**src/rtl/tictactoe_pkg.sv**
```systemverilog
// tictactoe_pkg: shared board constants, click-filter state encoding and square-index helper
package tictactoe_pkg;
    localparam int NUM_SQUARES = 9;
    localparam int SQ_IDX_W = 4;

    typedef enum logic [1:0] {IDLE, CHECK, WAIT_RELEASE, HOLDOFF} cmf_state_t;

    // Binary index of the highest set bit; callers only trust it for one-hot input.
    function automatic logic [SQ_IDX_W-1:0] onehot_to_idx(input logic [NUM_SQUARES-1:0] mat);
        onehot_to_idx = '0;
        for (int i = 0; i < NUM_SQUARES; i++)
            if (mat[i]) onehot_to_idx = SQ_IDX_W'(i);
    endfunction
endpackage

```
**src/rtl/click_move_filter_if.sv**
```systemverilog
// click_move_filter_if: mouse/board inputs and move-request outputs between clickedSquare and Maquina
interface click_move_filter_if;
    import tictactoe_pkg::*;
    logic btn_left;
    logic [NUM_SQUARES-1:0] clicked_matrix;
    logic [NUM_SQUARES-1:0] occupied;
    logic enable;
    logic move_valid;
    logic [NUM_SQUARES-1:0] move_onehot;
    logic [SQ_IDX_W-1:0] move_index;
    logic move_reject;
    logic busy;

    modport master (
        output btn_left, clicked_matrix, occupied, enable,
        input  move_valid, move_onehot, move_index, move_reject, busy
    );

    modport slave (
        input  btn_left, clicked_matrix, occupied, enable,
        output move_valid, move_onehot, move_index, move_reject, busy
    );
endinterface

```
**src/rtl/onehot_validate.sv**
```systemverilog
// onehot_validate: flags a square matrix with exactly one bit set and gives its index
module onehot_validate
    import tictactoe_pkg::*;
(
    input  logic [NUM_SQUARES-1:0] mat,
    output logic                   is_onehot,
    output logic [SQ_IDX_W-1:0]    idx
);
    assign is_onehot = $countones(mat) == 1;
    assign idx = onehot_to_idx(mat);
endmodule

```
**src/rtl/click_move_filter.sv**
```systemverilog
// click_move_filter: turns raw mouse presses into single-cycle accept/reject move pulses
module click_move_filter
    import tictactoe_pkg::*;
#(
    parameter int HOLDOFF_CYCLES = 5_000_000,
    parameter int SYNC_STAGES = 2
) (
    input logic clk_100MHz,
    input logic reset,
    click_move_filter_if.slave bus
);
    localparam int CNT_W = HOLDOFF_CYCLES > 0 ? $clog2(HOLDOFF_CYCLES + 1) : 1;
    localparam logic [CNT_W-1:0] HOLD_LOAD = HOLDOFF_CYCLES > 0 ? CNT_W'(HOLDOFF_CYCLES - 1) : '0;

    logic [SYNC_STAGES-1:0] syncChain;
    logic btnS;
    logic btnQ;
    logic btnRise;
    cmf_state_t state;
    logic [CNT_W-1:0] holdCnt;
    logic [NUM_SQUARES-1:0] capMat;
    logic [NUM_SQUARES-1:0] capOcc;
    logic capEn;
    logic capOnehot;
    logic [SQ_IDX_W-1:0] capIdx;
    logic ok;

    assign btnS = syncChain[SYNC_STAGES-1];
    assign btnRise = btnS & ~btnQ;

    onehot_validate u_validate (
        .mat       (capMat),
        .is_onehot (capOnehot),
        .idx       (capIdx)
    );

    assign ok = capEn & capOnehot & ~|(capMat & capOcc);
    assign bus.busy = state != IDLE;

    // Bring the async button level into this clock domain and keep a delayed copy for edge detection.
    always_ff @(posedge clk_100MHz or posedge reset) begin
        if (reset) begin
            syncChain <= '0;
            btnQ <= 1'b0;
        end else begin
            syncChain <= {syncChain[SYNC_STAGES-2:0], bus.btn_left};
            btnQ <= btnS;
        end
    end

    // Press FSM: capture on the edge, decide once, then lock out until release plus holdoff.
    always_ff @(posedge clk_100MHz or posedge reset) begin
        if (reset) begin
            state <= WAIT_RELEASE;
            holdCnt <= '0;
            capMat <= '0;
            capOcc <= '0;
            capEn <= 1'b0;
            bus.move_valid <= 1'b0;
            bus.move_reject <= 1'b0;
            bus.move_onehot <= '0;
            bus.move_index <= '0;
        end else begin
            bus.move_valid <= 1'b0;
            bus.move_reject <= 1'b0;
            case (state)
                IDLE: if (btnRise) begin
                    capMat <= bus.clicked_matrix;
                    capOcc <= bus.occupied;
                    capEn <= bus.enable;
                    state <= CHECK;
                end
                CHECK: begin
                    if (ok) begin
                        bus.move_valid <= 1'b1;
                        bus.move_onehot <= capMat;
                        bus.move_index <= capIdx;
                    end else begin
                        bus.move_reject <= 1'b1;
                    end
                    state <= WAIT_RELEASE;
                end
                WAIT_RELEASE: if (!btnS) begin
                    holdCnt <= HOLD_LOAD;
                    state <= HOLDOFF_CYCLES == 0 ? IDLE : HOLDOFF;
                end
                HOLDOFF: begin
                    if (btnS) state <= WAIT_RELEASE;
                    else if (holdCnt == '0) state <= IDLE;
                    else holdCnt <= holdCnt - CNT_W'(1);
                end
                default: state <= WAIT_RELEASE;
            endcase
        end
    end
endmodule

```
**src/flat_wrapper.sv**
```systemverilog
// flat-port wrapper written by rule: the top's interface ports become plain ports
module click_move_filter_flat import tictactoe_pkg::*;
#(
    parameter int HOLDOFF_CYCLES = 5_000_000,
    parameter int SYNC_STAGES = 2
)
  (clk_100MHz, reset, bus_btn_left, bus_clicked_matrix, bus_occupied, bus_enable, bus_move_valid, bus_move_onehot, bus_move_index, bus_move_reject, bus_busy);
  click_move_filter_if bus_i ();
  input logic clk_100MHz;
  input logic reset;
  input wire logic [$bits(bus_i.btn_left)-1:0] bus_btn_left;
  input wire logic [$bits(bus_i.clicked_matrix)-1:0] bus_clicked_matrix;
  input wire logic [$bits(bus_i.occupied)-1:0] bus_occupied;
  input wire logic [$bits(bus_i.enable)-1:0] bus_enable;
  output wire logic [$bits(bus_i.move_valid)-1:0] bus_move_valid;
  output wire logic [$bits(bus_i.move_onehot)-1:0] bus_move_onehot;
  output wire logic [$bits(bus_i.move_index)-1:0] bus_move_index;
  output wire logic [$bits(bus_i.move_reject)-1:0] bus_move_reject;
  output wire logic [$bits(bus_i.busy)-1:0] bus_busy;
  assign bus_i.btn_left = bus_btn_left;
  assign bus_i.clicked_matrix = bus_clicked_matrix;
  assign bus_i.occupied = bus_occupied;
  assign bus_i.enable = bus_enable;
  assign bus_move_valid = bus_i.move_valid;
  assign bus_move_onehot = bus_i.move_onehot;
  assign bus_move_index = bus_i.move_index;
  assign bus_move_reject = bus_i.move_reject;
  assign bus_busy = bus_i.busy;
  click_move_filter #(.HOLDOFF_CYCLES(HOLDOFF_CYCLES), .SYNC_STAGES(SYNC_STAGES)) u_core (.clk_100MHz(clk_100MHz), .reset(reset), .bus(bus_i));
endmodule
```
**config.mk**
```make
export PLATFORM = sky130hd
export DESIGN_NAME = click_move_filter_flat
export DESIGN_NICKNAME = d
export VERILOG_FILES = /design/src/rtl/tictactoe_pkg.sv /design/src/rtl/click_move_filter_if.sv /design/src/rtl/onehot_validate.sv /design/src/rtl/click_move_filter.sv /design/src/flat_wrapper.sv
export SDC_FILE = /design/constraint.sdc
export NUM_CORES = 1
export LEC_CHECK = 0
export BUFFER_PORTS_ARGS = -buffer_cell sky130_fd_sc_hd__buf_2
export CORE_MARGIN = 4
export CORE_UTILIZATION = 45
export CTS_BUF_LIST = sky130_fd_sc_hd__clkbuf_4 sky130_fd_sc_hd__clkbuf_8
export DETAILED_ROUTE_END_ITERATION = 12
export PLACE_DENSITY_LB_ADDON = 0.2
export SLEW_MARGIN = 40
export SYNTH_ARGS = -nofsm -noshare
export SYNTH_HDL_FRONTEND = slang
export SYNTH_SLANG_ARGS = --single-unit
```
**constraint.sdc**
```tcl
create_clock -name clk_100MHz -period 4.9 [get_ports clk_100MHz]
set_input_delay 0.245 -clock clk_100MHz [delete_from_list [all_inputs] [get_ports clk_100MHz]]
set_output_delay 0.245 -clock clk_100MHz [all_outputs]
set_load 0.02 [all_outputs]
```
### Word-level counts from Yosys, hierarchy flattened

Cells that the tools add are included.

* bitwise operators: 5
* equality and inequality tests: 9
* mux-type cells: 21
* add/subtract/negate cells: 9
* reduce and logical (&&, ||, !) cells: 10

Operators by type and width (count)
* $mux W23: 3
* $pmux W23 S2: 1
* $add A32 B1 Y32: 1
* $add A32 B2 Y32: 1
* $add A32 B3 Y32: 1
* $eq A32 B2 Y1 const B: 1
* $mux W4: 7
* $logic_not A23 Y1: 1
* $sub A23 B1 Y23 const B: 1
* $and A9 B9 Y9: 1
* $reduce_or A9 Y1: 1
* $add A1 B1 Y2: 4
* $mux W2: 4
* $pmux W2 S4: 1
* $ne A2 B2 Y1 const B: 3
* $mux W1: 5
* $eq A2 B2 Y1 const B: 2
* $reduce_and A2 Y1: 2
* $reduce_and A4 Y1: 1
* $reduce_bool A2 Y1: 2
* $add A2 B2 Y3: 1
* $and A1 B1 Y1: 3
* $ne A3 B1 Y1 const B: 1
* $reduce_and A3 Y1: 1
* other kinds (5): 5

* output and inout bits: 16
* bits of input ports: 22
* register bits after elaboration: 62
* logic and storage cells: 65

### Longest topological paths before layout

Gate-level depths: netlist (run 1).

* depth in word-level cells: 9
* gate-level depth with buffers: 15

### Cells and area by module

From an unflattened synthesis (run 1), not the netlist that was laid out.

* cell total of the unflattened synthesis: 272
* area total of the unflattened synthesis: 3094.2 um^2

Modules (own cells, without submodules)
* click_move_filter: times used 1, area an instance 2817.7 um^2, sequential area each 1552.7 um^2, cells each 236
* onehot_validate: times used 1, area an instance 276.5 um^2, sequential area each 0.0 um^2, cells each 36

### Worst setup path before layout (run 1)

Ideal clock, no wire load.

* path type: reg2reg
* from: register u_core.capMat[1]
* to: register u_core.bus.move_index[0]
* cell stages (with the launch flop): 16
* path slack: 0.516 ns
* data arrival time: 4.259 ns
* buffers on the path: 1
* setup time: 0.125 ns
* period minus slack after synthesis: 4.384 ns
* cells stage by stage: dfrtp_1 ha_1 inv_1 fa_1 fa_1 fa_1 inv_1 ha_1 inv_1 fa_1 nand4b_1 a221oi_1 nand4_1 nor2_1 clkbuf_1 mux2_2

* word-level cells in the longest chain between the ends: 8
* elaborated cells between the ends (all ways): 19

RTL lines
* from (decl): RTL line click_move_filter.sv:21 `logic [NUM_SQUARES-1:0] capMat;`
* from (signal assigned): RTL line click_move_filter.sv:68 `capMat <= bus.clicked_matrix;`
* $add A1 B1 Y2 (not written as such) or $mux W1 (tied branches): RTL line onehot_validate.sv:9, tictactoe_pkg.sv:12
* $add A32 B2 Y32 (not written as such) or $mux W4 (tied branches): RTL line onehot_validate.sv:9, tictactoe_pkg.sv:12
* $add A32 B3 Y32 (not written as such) or $mux W4 (tied branches): RTL line onehot_validate.sv:9, tictactoe_pkg.sv:12
* $add A32 B1 Y32 (not written as such) or $mux W4 (tied branches): RTL line onehot_validate.sv:9, tictactoe_pkg.sv:12
* $eq A32 B2 Y1 or $mux W4 (tied branches): RTL line onehot_validate.sv:9, tictactoe_pkg.sv:12
* $and A1 B1 Y1 or $mux W4 (tied branches) (2 in series): RTL line click_move_filter.sv:37, tictactoe_pkg.sv:12
* $reduce_and A2 Y1 (no line) or $mux W4 (tied branches)
* to (signal assigned): RTL line click_move_filter.sv:77 `bus.move_index <= capIdx;`
* to (decl): RTL line click_move_filter_if.sv:21 `output move_valid, move_onehot, move_index, move_reject, busy`

Parallel ways exist; a longest one is shown, timed or not.
A chain may end at the register's enable or synchronous reset.

### Worst setup path after layout (run 1)

* from: register u_core.capMat[1]
* to: register u_core.bus.move_onehot[7]

* word-level cells in the longest chain between the ends: 8
* elaborated cells between the ends (all ways): 11

RTL lines
* $add A1 B1 Y2 (not written as such): RTL line onehot_validate.sv:9 `assign is_onehot = $countones(mat) == 1;`
* $add A32 B2 Y32 (not written as such): RTL line onehot_validate.sv:9
* $add A32 B3 Y32 (not written as such): RTL line onehot_validate.sv:9
* $add A32 B1 Y32 (not written as such): RTL line onehot_validate.sv:9
* $eq A32 B2 Y1: RTL line onehot_validate.sv:9
* $and A1 B1 Y1: RTL line click_move_filter.sv:37 `assign ok = capEn & capOnehot & ~|(capMat & capOcc);`
* $and A1 B1 Y1 *: RTL line click_move_filter.sv:37
* $reduce_and A2 Y1 (no line) *
* to (signal assigned): RTL line click_move_filter.sv:76 `bus.move_onehot <= capMat;`
* to (decl): RTL line click_move_filter_if.sv:21

Every way passes the cells marked *; elsewhere a longest branch is shown, timed or not.

==> results.py, run 1 <==
metrics = {
    "grt": {
        "antenna_found_initial": 0,
        "grt_pass1_wl_um": 12400,
        "grt_overflow": 0,
        "grt_max_degree": 62,
        "track_usage": 0.186,
        "grt_pass1_vias": 2528,
    },
    "die": {
        "start_util": 0.467,
        "rows": 30,
        "io_pins": 38,
        "fp.coreArea_mm2": 0.00683,
        "fp.dieH_um": 92.2,
        "die_area_mm2": 0.00850,
        "die_w_um": 92.2,
    },
    "timing": {
        "setup_slack_ps": 484,
        "clock_skew_ps": 11.1,
        "final_hold_viol_count": 0,
        "fin_crit_sh": 0.901,
        "fmax_mhz": 226,
        "slew_violations": 0,
        "setup_viol": 0,
        "tightest_slew_ps": 730,
        "slew_headroom": 0.513,
        "grt_setup_unrepaired": "no",
        "tns_ps": 0,
        "fin_crit_ps": 4420,
    },
    "cts": {
        "cts-root-buf": "clkbuf_8",
        "cts_max_path_buffers": 2,
        "cts_resized": 0,
        "clk_latency_ps": 350,
        "clock_sinks": 61,
        "cts_tree": "done",
        "cts_setup_buffers": 0,
        "ctsHtreeMaxLevel": 3,
        "cts_inserted_buffers": 9,
        "clk_pin_slew_ps": 80,
    },
    "placement": {
        "dpl_cell_area_mm2": 0.00346,
        "dp.final_hpwl_um": 4930,
        "dp_cells": 429,
        "place.gp.congestion": 0.800,
        "placement.io_buffers": 37,
        "preCtsSetupSlack_ps": 489,
    },
    "detailed_routing": {
        "avgRoutedWirePerCell_um": 15.9,
        "wl_um": 7110,
        "drt_first_pass_iters": 4,
        "dr_total_vias": 2502,
        "drc_errors": 0,
        "drt_iter0_drc": 131,
        "postRouteAntennaNets": 0,
        "via_per_inst": 5.61,
    },
    "critical_path": {
        "crit_arrival_ps": 4640,
        "cp-end-kind": "flop",
        "worstSetupEndpoint": "u_core.bus.move_onehot[7]",
        "worst-path-max-fanout": 12,
        "cp.required_ps": 5130,
        "rrSetupSlack_ps": 480,
        "crit_start": "u_core.capMat[1]",
        "reg2reg_from": "u_core.capMat[1]",
        "rr_worst_depth": 15,
        "crit_type": "reg -> reg",
        "worstReg2RegEnd": "u_core.bus.move_onehot[7]",
        "crit_path_start_kind": "flop",
    },
    "synthesis": {
        "ys_types": 59,
        "ys_seq_area_frac": 0.479,
        "synthCells": 306,
        "synth_warnings": 0,
        "ys_async_sr_fraction": 1.00,
        "syn_area_mm2": 0.00319,
        "syn_nets": 340,
        "synth_area_per_cell_um2": 10.4,
        "synth-edff-count": 0,
        "ys_ff_latch": 61,
        "ys.flop_type": "dfrtp_1",
    },
    "pwr": {
        "vdd_drop_max_uv": 162,
        "p_per_area_mw_per_mm2": 387,
        "p_leak_nw": 1.62,
    },
    "cells_and_area": {
        "finalInstanceArea_mm2": 0.00372,
        "nNetsFinal": 379,
        "insertedDiodeCount": 0,
        "synthToLayoutAreaGrowth_pct": 16.8,
        "drive_gt1_frac": 0.271,
        "finalNonFillerCells": 446,
        "fin_util": 0.545,
    },
    "hold_path": {
        "hp-class": "in -> async",
    },
    "outcome": {
        "status": "finished, final reports clean",
    },
    "run": {
        "max_cap_violations": 0,
    },
}
-- report_power, final --
| part | switching (mW) | internal, mW |
|---|---|---|
| sequential | 0.0583 | 0.546 |
| clock | 0.214 | 0.341 |
| combinational | 0.153 | 0.128 |
| total | 0.425 | 1.02 |
-- per-layer routing --
layer | GRT usage | share of wire
met5 | 0 | 0
met4 | 0.0891 | 0.018
met3 | 0.0443 | 0.042
met2 | 0.263 | 0.44
met1 | 0.265 | 0.50
-- logic make-up after synthesis --
logic type	after synthesis	synth area share
buf+inv	34	0.0440
flops	61	0.479
simple gates	108	0.182
fa+ha+maj	12	0.0589
mux	26	0.0914
compound gates	65	0.144
-- through the flow --
stage / hold WS (ps) / total power [mW]
finish: 24.9 / 1.44
global placement: 336 / 0.883
detailed placement: 343 / 0.898
floorplan: 276 / 0.816
CTS: 99.3 / 1.45
global route: 59.8 / 1.54
-- flip-flops by register name (all words and copies together), names as in the netlist --
signal / flops
u_core.capOcc: 9
u_core.bus.move_onehot: 8
u_core.holdCnt: 23
u_core.state: 2
u_core.bus.move_reject: 1
u_core.capEn: 1
u_core.btnQ: 1
u_core.bus.move_valid: 1
u_core.syncChain: 2
u_core.bus.move_index: 4
u_core.capMat: 9
-- worst max-delay path, stage by stage (launching register included) --
cell and delay (ps):
dfrtp_1 450, ha_1 300, inv_1 50, fa_1 500
fa_1 520, fa_1 480, inv_1 70, ha_1 160
inv_1 60, fa_1 480, nand4b_1 110, a221oi_1 240
nand4_1 140, nor2_1 140, buf_4 230, mux2_2 360
-- repair_timing --
action                                  4_1_cts  5_1_grt
endpoints found under the setup margin        0        0
endpoints found under the hold margin         1        0
hold buffers                                  1        0
-- layout by cell type (no fill, tap or decap), types with 3 or more instances in the layout --
| cell type | count |
|---|---|
| dfrtp_1 | 60 |
| buf_2 | 37 |
| mux2_2 | 25 |
| nand2_1 | 23 |
| nor2_1 | 18 |
| inv_1 | 18 |
| nor3_1 | 14 |
| o21ai_0 | 13 |
| nand3_1 | 11 |
| a21oi_1 | 11 |
| clkbuf_8 | 9 |
| ha_1 | 7 |
| nand4_1 | 6 |
| or3_1 | 6 |
| nor4_1 | 6 |
| nand2b_1 | 5 |
| or4_1 | 5 |
| o31ai_1 | 5 |
| fa_1 | 5 |
| o211ai_1 | 3 |
| o31a_1 | 3 |
| a31oi_1 | 3 |
| a22oi_1 | 3 |
| bufinv_16 | 3 |
| buf_4 | 3 |
-- Yosys cell counts, drive strengths merged (2+ instances only) --
| cell | instances | share of area |
|---|---|---|
| nor2 | 18 | 0.021 |
| ha | 7 | 0.027 |
| o221a | 2 | 0.0071 |
| a211oi | 2 | 0.0047 |
| a31oi | 3 | 0.0059 |
| clkbuf | 10 | 0.012 |
| inv | 19 | 0.022 |
| a21oi | 11 | 0.017 |
| buf | 4 | 0.0086 |
| nand3 | 11 | 0.017 |
| mux2 | 25 | 0.088 |
| or4 | 6 | 0.015 |
| o31a | 3 | 0.0082 |
| o211ai | 3 | 0.0071 |
| or2 | 2 | 0.0039 |
| nand2 | 23 | 0.027 |
| fa | 5 | 0.031 |
| nor3 | 14 | 0.022 |
| dfrtp | 60 | 0.47 |
| a311oi | 2 | 0.0055 |
| o31ai | 5 | 0.012 |
| or3 | 7 | 0.015 |
| nor4 | 8 | 0.020 |
| nand4b | 2 | 0.0055 |
| o21ai | 13 | 0.020 |
| o41ai | 2 | 0.0055 |
| nor2b | 2 | 0.0039 |
| a22oi | 3 | 0.0071 |
| nand2b | 5 | 0.0098 |
| nand4 | 6 | 0.012 |
-- area by class of cell --
type	instances	area [um^2]
clock buffer	9	124
multi-input combinational	211	1530
clock inverter	7	121
inverter	20	75.1
fill	641	3110
tap	96	120
sequential	61	1530
timing repair buffer	42	229
-- how the worst min path moves through the flow --
stage / start / end / slack (ps)
5_1_grt: reset / u_core.capOcc[2] / 60
6_report: reset / u_core.bus.move_onehot[2] / 20
3_5_place_dp: u_core.syncChain[0] / u_core.syncChain[1] / 340
2_1_floorplan: bus_btn_left / u_core.syncChain[0] / 280
3_3_place_gp: u_core.syncChain[0] / u_core.syncChain[1] / 340
4_1_cts: bus_clicked_matrix[8] / u_core.capMat[8] / 100
Note: power is estimated with default switching activity, not from simulation.
==> inputs of run 2 (changes only) <==
--- a/config.mk
+++ b/config.mk
@@ -10,7 +10,8 @@
 export CORE_UTILIZATION = 45
 export CTS_BUF_LIST = sky130_fd_sc_hd__clkbuf_4 sky130_fd_sc_hd__clkbuf_8
 export DETAILED_ROUTE_END_ITERATION = 12
-export PLACE_DENSITY_LB_ADDON = 0.2
+export RECOVER_POWER = 25
+export SKIP_LAST_GASP = 1
 export SLEW_MARGIN = 40
 export SYNTH_ARGS = -nofsm -noshare
 export SYNTH_HDL_FRONTEND = slang
==> results.py, run 2 (synthesis results as in run 1) <==
metrics = {
    "cells_and_area": {
        "largest_registers": "u_core.holdCnt: 23 flops, u_core.capMat: 9 flops, u_core.capOcc: 9 flops",
        "nNetsFinal": 379,
        "finalNonFillerCells": 446,
        "insertedDiodeCount": 0,
        "layout_commonest_cell": "dfrtp_1",
        "drive_gt1_frac": 0.266,
        "fin_util": 0.539,
        "synthToLayoutAreaGrowth_pct": 15.4,
        "final_cell_mix": "dfrtp_1, buf_2, mux2_2",
        "largest-register": "u_core.holdCnt",
        "largest_reg_flops": 23,
    },
    "outcome": {
        "violations": "max-capacitance violations, max-slew violations",
        "status": "finished, violations left",
    },
    "die": {
        "die_area_mm2": 0.00850,
        "start_util": 0.467,
        "fp.coreArea_mm2": 0.00683,
        "rows": 30,
        "io_pins": 38,
        "die_w_um": 92.2,
        "fp.dieH_um": 92.2,
    },
    "cts": {
        "cts_setup_buffers": 0,
        "cts_max_path_buffers": 2,
        "clock_sinks": 61,
        "clk_latency_ps": 340,
        "cts_inserted_buffers": 9,
        "cts_resized": 0,
        "cts_tree": "done",
        "ctsHoldBuffers": 1,
        "ctsHtreeMaxLevel": 3,
        "cts-root-buf": "clkbuf_8",
        "clk_pin_slew_ps": 70,
    },
    "critical_path": {
        "cp.required_ps": 5130,
        "crit_arrival_ps": 4640,
        "crit_type": "reg -> reg",
        "crit_path_start_kind": "flop",
        "rr_worst_depth": 15,
        "cp-end-kind": "flop",
        "worst-path-max-fanout": 12,
    },
    "placement": {
        "place.gp.congestion": 0.807,
        "dp_cells": 429,
        "placement.io_buffers": 37,
        "dp.final_hpwl_um": 5050,
    },
    "detailed_routing": {
        "postRouteAntennaNets": 0,
        "wl_um": 7200,
        "drt_first_pass_iters": 4,
        "drc_errors": 0,
        "via_per_inst": 5.68,
        "drt_iter0_drc": 152,
        "dr_total_vias": 2533,
        "avgRoutedWirePerCell_um": 16.1,
    },
    "pwr": {
        "p_leak_nw": 1.59,
        "p_per_area_mw_per_mm2": 368,
        "p_seq_frac": 0.447,
        "switching_share": 0.308,
        "p_comb_frac": 0.208,
        "internal_power_mw": 0.937,
        "vdd_drop_max_uv": 162,
        "clockPowerShare": 0.345,
        "p_sw_mw": 0.416,
    },
    "timing": {
        "fmax_mhz": 227,
        "clock_skew_ps": 8.16,
        "fin_crit_sh": 0.901,
        "tns_ps": 0,
        "final_hold_viol_count": 0,
        "fin_crit_ps": 4410,
        "slew_violations": 62,
        "setup_viol": 0,
        "slew_headroom": -1.20,
        "tightest_slew_ps": 3290,
        "grt_setup_unrepaired": "no",
    },
    "grt": {
        "grt_overflow": 0,
        "grt_pass1_vias": 2487,
        "met2_usage": 0.243,
        "grt_max_degree": 62,
        "top_usage_layer": "met1",
        "use_met3": 0.0394,
        "antenna_found_initial": 0,
        "track_usage": 0.186,
        "grt_pass1_wl_um": 12400,
        "gr-usage-met1": 0.292,
    },
    "hold_path": {
        "hold_depth": 3,
        "hp-class": "in -> reg",
    },
    "run": {
        "max_cap_violations": 1,
    },
}
==> run 2: cell count changes in the layout (fill, tap and decap cells not counted), sizes merged <==
cell / previous run / this run
bufinv: 3 / 1
clkinvlp: 0 / 2
clkbuf: 9 / 12
buf: 41 / 40
inv: 21 / 19
==> run 2: metal layers <==
layer  part of all wire  vias to the layer above
met1               0.53                     1249
met4              0.018                        0
li1                   -                     1213
met5                  0                        -
met2               0.41                       60
met3              0.039                       11
==> run 2: through the flow <==
step	hold slack [ps]	instance area, um^2	setup slack, ps	power, mW
final	109	3680	486	1.35
after global placement	334	3460	598	0.885
after global routing	102	3680	236	1.45
after detailed placement	335	3460	513	0.896
after CTS	96.0	3680	490	1.37
after floorplan	276	3190	516	0.816
==> run 2: final timing paths <==
path | slack, ps | end | start
setup reg to reg | 490 | u_core.bus.move_onehot[4] | u_core.capMat[1]
max in group asynchronous | 1870 | u_core.syncChain[1] | reset
setup / recovery | 490 | u_core.bus.move_onehot[4] | u_core.capMat[1]
hold reg to reg | 350 | u_core.syncChain[1] | u_core.syncChain[0]
hold / removal | 110 | u_core.capMat[5] | bus_clicked_matrix[5]
min in group asynchronous | 1160 | u_core.holdCnt[12] | reset
==> run 2: power groups by stage <==
stage | Sequential, mW | Clock (mW) | Combinational, mW
2_1_floorplan | 0.593 | 0 | 0.223
3_3_place_gp | 0.612 | 0 | 0.273
3_5_place_dp | 0.613 | 0 | 0.283
4_1_cts | 0.603 | 0.477 | 0.285
5_1_grt | 0.613 | 0.509 | 0.327
6_report | 0.604 | 0.467 | 0.282
==> run 2: worst max-delay path, stage by stage, from the launching register on <==
cell	delay, ps
dfrtp_1	440
ha_1	300
inv_1	50
fa_1	500
fa_1	520
fa_1	480
inv_1	70
ha_1	170
inv_1	60
fa_1	480
nand4b_1	120
a221oi_1	230
nand4_1	160
nor2_1	150
buf_4	230
mux2_2	350
==> run 2: final cells by class <==
type	instances	area, um^2
Clock buffer	11	151
Clock inverter	5	58.8
Fill cell	642	3150
Inverter	20	75.1
Multi-Input combinational cell	211	1530
Sequential cell	61	1530
Tap cell	96	120
Timing Repair Buffer	42	221
==> inputs of run 3 (changes only) <==
--- a/config.mk
+++ b/config.mk
@@ -15,4 +15,5 @@
 export SLEW_MARGIN = 40
 export SYNTH_ARGS = -nofsm -noshare
 export SYNTH_HDL_FRONTEND = slang
+export SYNTH_HIERARCHICAL = 1
 export SYNTH_SLANG_ARGS = --single-unit
==> results.py, run 3 <==
metrics = {
    "outcome": {
        "status": "finished, violations left",
        "violations": "max-capacitance violations, max-slew violations",
    },
    "hold_path": {
        "hp-class": "in -> reg",
    },
    "detailed_routing": {
        "wl_um": 6170,
        "drc_errors": 0,
        "dr_total_vias": 2237,
        "drt_first_pass_iters": 4,
        "drt_iter0_drc": 50,
        "postRouteAntennaNets": 0,
        "avgRoutedWirePerCell_um": 15.6,
        "via_per_inst": 5.65,
    },
    "timing": {
        "hold_ws_ps": 137,
        "fin_crit_sh": 0.867,
        "slew_violations": 63,
        "grt_setup_unrepaired": "no",
        "final_hold_viol_count": 0,
        "tns_ps": 0,
        "slew_headroom": -1.16,
        "setup_viol": 0,
        "tightest_slew_ps": 3240,
        "fmax_mhz": 235,
        "clock_skew_ps": 5.59,
        "setup_slack_ps": 651,
        "fin_crit_ps": 4250,
    },
    "cells_and_area": {
        "nNetsFinal": 344,
        "synthToLayoutAreaGrowth_pct": 14.6,
        "fillers": 577,
        "largest-register": "u_core/holdCnt",
        "finalInstanceArea_mm2": 0.00355,
        "insertedDiodeCount": 0,
        "final_cell_mix": "dfrtp_1, buf_2, mux2_2",
        "drive_gt1_frac": 0.332,
        "finalNonFillerCells": 396,
        "largest_reg_flops": 23,
        "fin_util": 0.546,
        "layout_commonest_cell": "dfrtp_1",
    },
    "cts": {
        "cts_setup_buffers": 0,
        "ctsHoldBuffers": 1,
        "clock_sinks": 62,
        "cts_max_path_buffers": 2,
        "cts-root-buf": "clkbuf_8",
        "clk_latency_ps": 330,
        "ctsHtreeMaxLevel": 3,
        "cts_resized": 0,
        "cts_inserted_buffers": 9,
        "cts_tree": "done",
        "clk_pin_slew_ps": 70,
    },
    "critical_path": {
        "cp_common_cell": "fa_1",
        "slowest_delay_ps": 510,
        "crit_type": "reg -> reg",
        "worst-path-max-fanout": 14,
        "crit_chain": "inv_1 -> fa_1 -> fa_1 -> fa_1 -> fa_1 -> fa_1 -> nor2_1 -> nand3_1 -> a21oi_1 -> nand2_1 -> a211oi_1 -> and3b_1 -> buf_4 -> mux2_2",
        "crit_arrival_ps": 4470,
        "cp-end-kind": "flop",
        "cp.required_ps": 5120,
        "crit_path_start_kind": "flop",
        "slowest_stage": "fa_1",
    },
    "pwr": {
        "p_seq_frac": 0.493,
        "internal_power_mw": 0.870,
        "vdd_drop_max_uv": 185,
        "switching_share": 0.286,
        "clockPowerShare": 0.333,
        "p_total_mw": 1.22,
        "p_leak_nw": 1.58,
        "p_per_area_mw_per_mm2": 344,
        "p_sw_mw": 0.349,
        "p_comb_frac": 0.174,
    },
    "grt": {
        "grt_max_degree": 63,
        "track_usage": 0.163,
        "grt_pass1_wl_um": 10800,
        "grt_pass1_vias": 2179,
        "grt_overflow": 0,
        "antenna_found_initial": 0,
    },
    "synthesis": {
        "netlist_top_cells_area": "dfrtp_1, mux2_2, fa_1",
        "synth-edff-count": 0,
        "syn_nets": 302,
        "ys_ff_latch": 62,
        "syn_area_mm2": 0.00309,
        "ys_top_cells_by_count": "dfrtp_1, mux2_2, inv_1, nand2_1, nor2_1",
        "synth_area_per_cell_um2": 11.4,
        "synthCells": 272,
        "yosysTopAreaCellShare": 0.493,
        "ys.flop_type": "dfrtp_1",
        "ys_types": 56,
        "synth_top_cell_by_area": "dfrtp_1",
        "yosysMostFrequentCell": "dfrtp_1",
        "ys_seq_area_frac": 0.502,
        "synth_warnings": 6,
        "ys_async_sr_fraction": 1.00,
    },
    "placement": {
        "preCtsSetupSlack_ps": 628,
        "dpl_cell_area_mm2": 0.00335,
        "dp.final_hpwl_um": 4340,
        "dp_cells": 379,
        "placement.io_buffers": 37,
        "place.gp.congestion": 0.808,
    },
    "die": {
        "fp.coreArea_mm2": 0.00649,
        "die_w_um": 90.9,
        "start_util": 0.476,
        "io_pins": 38,
        "rows": 29,
        "fp.dieH_um": 90.9,
        "die_area_mm2": 0.00827,
    },
    "run": {
        "max_cap_violations": 1,
    },
}
[run 3: changes by cell type after synthesis, sizes merged, moves of 3 or more]
cell,change
mux2,+8
and4,+3
xnor2,+4
nor2,-6
or4,+3
o31ai,-4
ha,-4
nand3,-7
nor3,-9
o21ai,-8
o31a,-3
nand2,-4
clkbuf,-3
[run 3: worst paths after layout]
path,startpoint,slack (ps),cells after the start,to
max in group asynchronous,reset,1930,3,u_core/holdCnt[1]
min reg2reg,u_core/syncChain[0],350,0,u_core/syncChain[1]
max,u_core/capMat[3],650,14,u_core/bus.move_onehot[0]
min in group asynchronous,reset,1130,3,u_core/holdCnt[13]
min,bus_clicked_matrix[4],140,2,u_core/capMat[4]
max reg2reg,u_core/capMat[3],650,14,u_core/bus.move_onehot[0]
[run 3: critical path: cells and delay by family (launching register included)]
family / cells / cell delay (ps)
buf+inv: 2 / 300
fa+ha+maj: 5 / 2200
flops: 1 / 440
simple gates: 4 / 450
mux: 1 / 360
compound gates: 2 / 390
[run 3: metal layers]
layer  vias to the layer above  GRT usage  share of wire  wire length (um)
met1                      1105      0.245           0.51              3140
met5                         -          0              0                 0
li1                       1073          -              -                 -
met4                         0     0.0716          0.019               118
met2                        47      0.226           0.43              2640
met3                        12     0.0325          0.043               268
[run 3: kinds of logic (layout without fill, tap and decap cells)]
logic type,count (synthesis),after routing,synth area share
muxes,34,34,0.125
xor gates and xnor gates,4,4,0.0113
AOI/OAI and AO/OA,40,40,0.0962
adders and majority gates,8,8,0.0445
DFF,62,62,0.502
and+or+nand+nor,95,95,0.182
buffers and inverters,29,76,0.0392
[run 3: area by class of cell]
cell class | instances | area [um^2] | share of cell area
flip-flops and latches | 62 | 1550 | 0.438
repair buffers | 41 | 214 | 0.0603
inverters | 19 | 71.3 | 0.0201
well taps | 77 | 96.3 | 0.0272
multi-input cells | 181 | 1430 | 0.404
clock inverters | 3 | 20.0 | 0.00565
clock buffers | 13 | 160 | 0.0452
[run 3: power groups by stage]
stage                     Sequential [mW]  Combinational [mW]  Clock, mW
after floorplan                     0.593               0.172          0
after global placement              0.609               0.211          0
after detailed placement            0.610               0.215          0
after CTS                           0.601               0.217      0.419
after global routing                0.608               0.254      0.441
final                               0.601               0.213      0.406
